[src/rtl/alu_sequencer.sv]
// alu_sequencer: multi-cycle command sequencer that drives the datapath ALU.
//
// It accepts ADD/SUB/AND/OR/MUL commands over a valid/ready handshake and
// issues each one to the external ALU. It captures the 32-bit ALU result and
// its carry/borrow flag, then returns them over a second valid/ready
// handshake. MUL is an unsigned shift-and-add built from 32 repeated ALU adds.
//
// Build option: define ALU_SEQ_MUL_EN to include the multiply. Without it,
// op 100 is reported as illegal.
//
// Ports:
//   clk, rst                     clock, asynchronous active-high reset
//   cmd_valid/cmd_ready          command handshake (ready only when idle)
//   cmd_op[2:0], cmd_a, cmd_b    opcode and operands, latched on accept
//   rsp_valid/rsp_ready          response handshake
//   rsp_data, rsp_flag, rsp_err  result, ALU flag (sticky for MUL), error
//   alu_op, alu_a, alu_b         to the ALU (zero outside EXEC/MUL)
//   alu_out, alu_flag            from the ALU
module alu_sequencer (
   input  logic        clk,
   input  logic        rst,
   input  logic        cmd_valid,
   output logic        cmd_ready,
   input  logic [2:0]  cmd_op,
   input  logic [31:0] cmd_a,
   input  logic [31:0] cmd_b,
   output logic        rsp_valid,
   input  logic        rsp_ready,
   output logic [31:0] rsp_data,
   output logic        rsp_flag,
   output logic        rsp_err,
   output logic [1:0]  alu_op,
   output logic [31:0] alu_a,
   output logic [31:0] alu_b,
   input  logic [31:0] alu_out,
   input  logic        alu_flag
);

`ifdef ALU_SEQ_MUL_EN
   typedef enum logic [1:0] {StIdle, StExec, StResp, StMul} state_t;
`else
   typedef enum logic [1:0] {StIdle, StExec, StResp} state_t;
`endif

   state_t      r_state;
   logic [1:0]  r_op;
   logic [31:0] r_a;      // operand A; doubles as the shifting multiplicand
   logic [31:0] r_b;      // operand B; doubles as the shifting multiplier
   logic        r_ill;    // latched illegal-op marker
   logic [31:0] r_data;
   logic        r_flag;
   logic        r_err;
   logic        w_illegal;

`ifdef ALU_SEQ_MUL_EN
   logic [31:0] r_acc;
   logic [4:0]  r_count;
   logic        r_sticky;

   assign w_illegal = cmd_op[2] && (cmd_op[1:0] != 2'b00);
`else
   assign w_illegal = cmd_op[2];
`endif

   // Outputs depend only on the state register and internal registers.
   assign cmd_ready = (r_state == StIdle);
   assign rsp_valid = (r_state == StResp);
   assign rsp_data  = r_data;
   assign rsp_flag  = r_flag;
   assign rsp_err   = r_err;

   always_comb begin
      alu_op = 2'b00;
      alu_a  = 32'd0;
      alu_b  = 32'd0;
      case (r_state)
         StExec: begin
            if (!r_ill) begin
               alu_op = r_op;
               alu_a  = r_a;
               alu_b  = r_b;
            end
         end
`ifdef ALU_SEQ_MUL_EN
         StMul: begin
            alu_a = r_acc;
            alu_b = r_b[0] ? r_a : 32'd0;
         end
`endif
         default: ;
      endcase
   end

   always_ff @(posedge clk or posedge rst) begin
      if (rst) begin
         r_state  <= StIdle;
         r_op     <= 2'b00;
         r_a      <= 32'd0;
         r_b      <= 32'd0;
         r_ill    <= 1'b0;
         r_data   <= 32'd0;
         r_flag   <= 1'b0;
         r_err    <= 1'b0;
`ifdef ALU_SEQ_MUL_EN
         r_acc    <= 32'd0;
         r_count  <= 5'd0;
         r_sticky <= 1'b0;
`endif
      end else begin
         case (r_state)
            StIdle: begin
               if (cmd_valid) begin
                  r_op  <= cmd_op[1:0];
                  r_a   <= cmd_a;
                  r_b   <= cmd_b;
                  r_ill <= w_illegal;
                  // Illegal ops pass through EXEC with the ALU idle so the
                  // error response appears one cycle after accept, like
                  // every other single-cycle op.
                  r_state <= StExec;
`ifdef ALU_SEQ_MUL_EN
                  if (cmd_op == 3'b100) begin
                     r_acc    <= 32'd0;
                     r_count  <= 5'd0;
                     r_sticky <= 1'b0;
                     r_state  <= StMul;
                  end
`endif
               end
            end
            StExec: begin
               r_data  <= r_ill ? 32'd0 : alu_out;
               r_flag  <= r_ill ? 1'b0 : alu_flag;
               r_err   <= r_ill;
               r_state <= StResp;
            end
`ifdef ALU_SEQ_MUL_EN
            StMul: begin
               r_acc    <= alu_out;
               r_sticky <= r_sticky | alu_flag;
               r_a      <= r_a << 1;
               r_b      <= r_b >> 1;
               r_count  <= r_count + 5'd1;
               if (r_count == 5'd31) begin
                  r_data  <= alu_out;
                  r_flag  <= r_sticky | alu_flag;
                  r_err   <= 1'b0;
                  r_state <= StResp;
               end
            end
`endif
            StResp: begin
               if (rsp_ready) begin
                  r_state <= StIdle;
               end
            end
            default: r_state <= StIdle;
         endcase
      end
   end

endmodule
[config.mk]
export PLATFORM = sky130hd
export DESIGN_NAME = alu_sequencer
export DESIGN_NICKNAME = d
export VERILOG_FILES = /design/src/rtl/alu_sequencer.sv
export SDC_FILE = /design/constraint.sdc
export NUM_CORES = 1
export LEC_CHECK = 0
export ABC_AREA = 1
export CORE_MARGIN = 10
export CORE_UTILIZATION = 42
export DETAILED_ROUTE_END_ITERATION = 12
export PLACE_DENSITY_LB_ADDON = 0.05
export SKIP_CTS_REPAIR_TIMING = 1
export SYNTH_ARGS = -nofsm -noshare
export SYNTH_HDL_FRONTEND = slang
export SYNTH_SLANG_ARGS = --single-unit
[constraint.sdc]
create_clock -name clk -period 3.7 [get_ports clk]
set_input_delay 0.37 -clock clk [delete_from_list [all_inputs] [get_ports clk]]
set_output_delay 0.37 -clock clk [all_outputs]
set_load 0.05 [all_outputs]
==> load_flow_metrics.sql <==
INSERT INTO impl_metrics (metric_group, metric, value, unit) VALUES
('setup_path', 'critical_path.slowest_cell', 'sky130_fd_sc_hd__clkdlybuf4s50_1', ''),
('cells_and_area', 'design.final.nets', '875', ''),
('power_and_ir_drop', 'powerDensity', '886', 'nW/µm²'),
('cells_and_area', 'final_layout_size_suffix_gt1_frac', '0.0324', ''),
('grt', 'pin_count_of_the_biggest_net_entering_global_routing', '110', ''),
('cells_and_area', 'final_cell_count_without_fillers', '912', ''),
('die', 'start_util', '0.428', ''),
('yosys', 'post_synth_instance_area', '4620', 'µm²'),
('clock_tree', 'tritoncts_num_sinks', '103', ''),
('drt', 'route.vias.total', '4381', ''),
('setup_path', 'critical_path_end_type', 'output port', ''),
('grt', 'met2_usage', '0.295', ''),
('sta', 'unrepaired_setup_endpoints_after_global_routing', 'no', ''),
('grt', 'grt_first_pass_wirelength', '23500', 'µm'),
('die', 'rows', '38', ''),
('sta', 'clock.fmax', '327', 'MHz'),
('run', 'maxCapViolCount', '0', ''),
('power_and_ir_drop', 'power_switching', '3.02', 'mW'),
('sta', 'slew_headroom', '0.316', ''),
('cells_and_area', 'fill_count', '984', ''),
('grt', 'first_global_vias', '4374', ''),
('cells_and_area', 'post-route-cell-area', '6850', 'µm²'),
('die', 'pin_count', '206', ''),
('sta', 'timing_max_transition_violations_final', '0', ''),
('drt', 'postRouteAntennaNets', '0', ''),
('sta', 'period_share', '0.827', ''),
('clock_tree', 'cts_buffers', '9', ''),
('yosys', 'ys_seq_elements', '103', ''),
('sta', 'layout_min_cycle_time', '3.06', 'ns'),
('drt', 'routed_wl', '14600', 'µm'),
('sta', 'postLayoutSetupSlackWorst', '0.639', 'ns'),
('setup_path', 'worstSetupStartpointType', 'flop', ''),
('clock_tree', 'ctsRootBufferMaster', 'sky130_fd_sc_hd__clkbuf_8', ''),
('power_and_ir_drop', 'cellInternalPower', '3.05', 'mW'),
('cells_and_area', 'multi_input_combinational_cell_area', '1800', 'µm²'),
('grt', 'grt-ovfl-total', '0', ''),
('sta', 'worstMarginPinSlew', '1.02', 'ns'),
('cells_and_area', 'final_util', '0.635', ''),
('die', 'placeableCoreArea', '10800', 'µm²'),
('yosys', 'syn_area_per_cell', '7.78', 'µm²'),
('grt', 'global_route.usage.met3', '0.0660', ''),
('die', 'die_area', '15600', 'µm²'),
('setup_path', 'worstPathMaxFanout', '109', ''),
('sta', 'setup_violations', '0', ''),
('clock_tree', 'worstSkewPairLatency', '0.36', 'ns'),
('placement', 'place_worst_setup_slack', '1.01', 'ns'),
('yosys', 'syn-instance-count', '594', ''),
('placement', 'portBuffers', '205', ''),
('sta', 'report.final.hold_viol_count', '0', ''),
('setup_path', 'cp_data_required_time', '3.33', 'ns'),
('power_and_ir_drop', 'peakVddDrop', '0.476', 'mV'),
('drt', 'post_drt_wl_per_cell', '16.0', 'µm'),
('setup_path', 'timing.setup.critical_path_class', 'reg -> out', ''),
('clock_tree', 'clock_tree.htree_level_count', '3', ''),
('cells_and_area', 'antenna_cells_inserted', '0', ''),
('grt', 'grt_usage', '0.180', ''),
('grt', 'grt_antenna_before_repair', '0', ''),
('cells_and_area', 'register_area', '2580', 'µm²'),
('power_and_ir_drop', 'static-leakage-power', '3.21', 'nW'),
('die', 'die_h', '125', 'µm'),
('clock_tree', 'cts_tree', 'built', ''),
('placement', 'dp_hpwl', '10300', 'µm'),
('cells_and_area', 'syn2layout_area_growth', '48.3', '%'),
('status', 'outcome', 'finished, final reports clean', ''),
('drt', 'drt-initial-drc-count', '353', ''),
('drt', 'firstDrtPassIters', '6', ''),
('setup_path', 'max_stage_delay', '0.85', 'ns'),
('power_and_ir_drop', 'net_switching_fraction_of_the_power', '0.498', ''),
('yosys', 'ys_seq_area_frac', '0.558', ''),
('drt', 'count_of_unresolved_drc_violations_after_routing', '0', ''),
('yosys', 'yosys_warnings', '0', '');
-- path summary, 6_finish.rpt --
kind / slack [ns] / to / depth (start not counted) / from
hold / removal: 0.48 / r_b[9]$_DFFE_PP0P_ / 2 / r_b[9]$_DFFE_PP0P_
max in group asynchronous: 2.38 / r_a[29]$_DFFE_PP0P_ / 3 / rst
setup reg to reg: 1.45 / r_b[14]$_DFFE_PP0P_ / 5 / r_state[0]$_DFFE_PP0P_
min in group asynchronous: 0.50 / r_a[20]$_DFFE_PP0P_ / 2 / rst
hold reg to reg: 0.48 / r_b[9]$_DFFE_PP0P_ / 2 / r_b[9]$_DFFE_PP0P_
setup / recovery: 0.64 / alu_b[31] / 4 / r_state[1]$_DFFE_PP0P_
-- power groups by stage --
stage               combinational [mW]  sequential [mW]  clock (mW)
finish                            3.42             1.98       0.671
global route                      3.73             2.05       0.736
CTS                               3.47             1.98       0.688
detailed placement                3.46             2.00           0
global placement                  3.42             1.97           0
floorplan                         1.74             2.61           0
-- flip-flops by register name, indices dropped and copies added, names as in the netlist --
signal and flops:
r_a 32, r_b 32, r_ill 1, r_op 2, r_state 2, rsp_data 32, rsp_err 1, rsp_flag 1
-- logic make-up (layout without fill, tap and decap cells) --
kind of cell	after synthesis	in the layout	synth area share
compound gates	34	34	0.0368
buf+inv	50	228	0.0541
flops	103	103	0.558
simple gates	407	407	0.351
-- layer usage --
metal,vias to the layer above,wire (µm)
met5,-,0
met4,0,201
met3,12,1110
met2,146,7020
met1,2031,6280
li1,2192,-
-- worst max-delay path, delay by kind of cell (launching register included) --
kind                   cells  cell delay, ns
flip-flops                 1            0.43
buffers and inverters      2            0.97
AND/OR/NAND/NOR            2            0.92
-- layout by cell type (no fill, tap or decap) --
cell type / instances
sky130_fd_sc_hd__inv_4: 1
sky130_fd_sc_hd__dfrtp_1: 103
sky130_fd_sc_hd__inv_2: 1
sky130_fd_sc_hd__nand2_4: 1
sky130_fd_sc_hd__o21ai_0: 34
sky130_fd_sc_hd__buf_2: 1
sky130_fd_sc_hd__inv_1: 2
sky130_fd_sc_hd__bufinv_16: 1
sky130_fd_sc_hd__clkbuf_8: 10
sky130_fd_sc_hd__nor2_1: 68
sky130_fd_sc_hd__buf_12: 1
sky130_fd_sc_hd__nand2_1: 269
sky130_fd_sc_hd__nand2_2: 1
sky130_fd_sc_hd__clkinv_2: 1
sky130_fd_sc_hd__nor2_4: 1
sky130_fd_sc_hd__buf_4: 6
sky130_fd_sc_hd__clkdlybuf4s50_1: 204
sky130_fd_sc_hd__nand3_1: 67
-- layout make-up --
class | count | area share
repair buffers | 212 | 0.308
clock buffers | 10 | 0.0201
flip-flops and latches | 103 | 0.376
clock inverters | 2 | 0.00511
multi-input cells | 441 | 0.263
well taps | 140 | 0.0256
inverters | 4 | 0.00256
-- cells in the mapped netlist, drive strengths merged --
cell type	n	area, µm²
clkbuf	17	65.1
inv	4	15.0
buf	29	170
nand2	271	1020
nor2	69	267
nand3	67	335
dfrtp	103	2580
o21ai	34	170
Note: power is estimated with default switching activity, not from simulation.
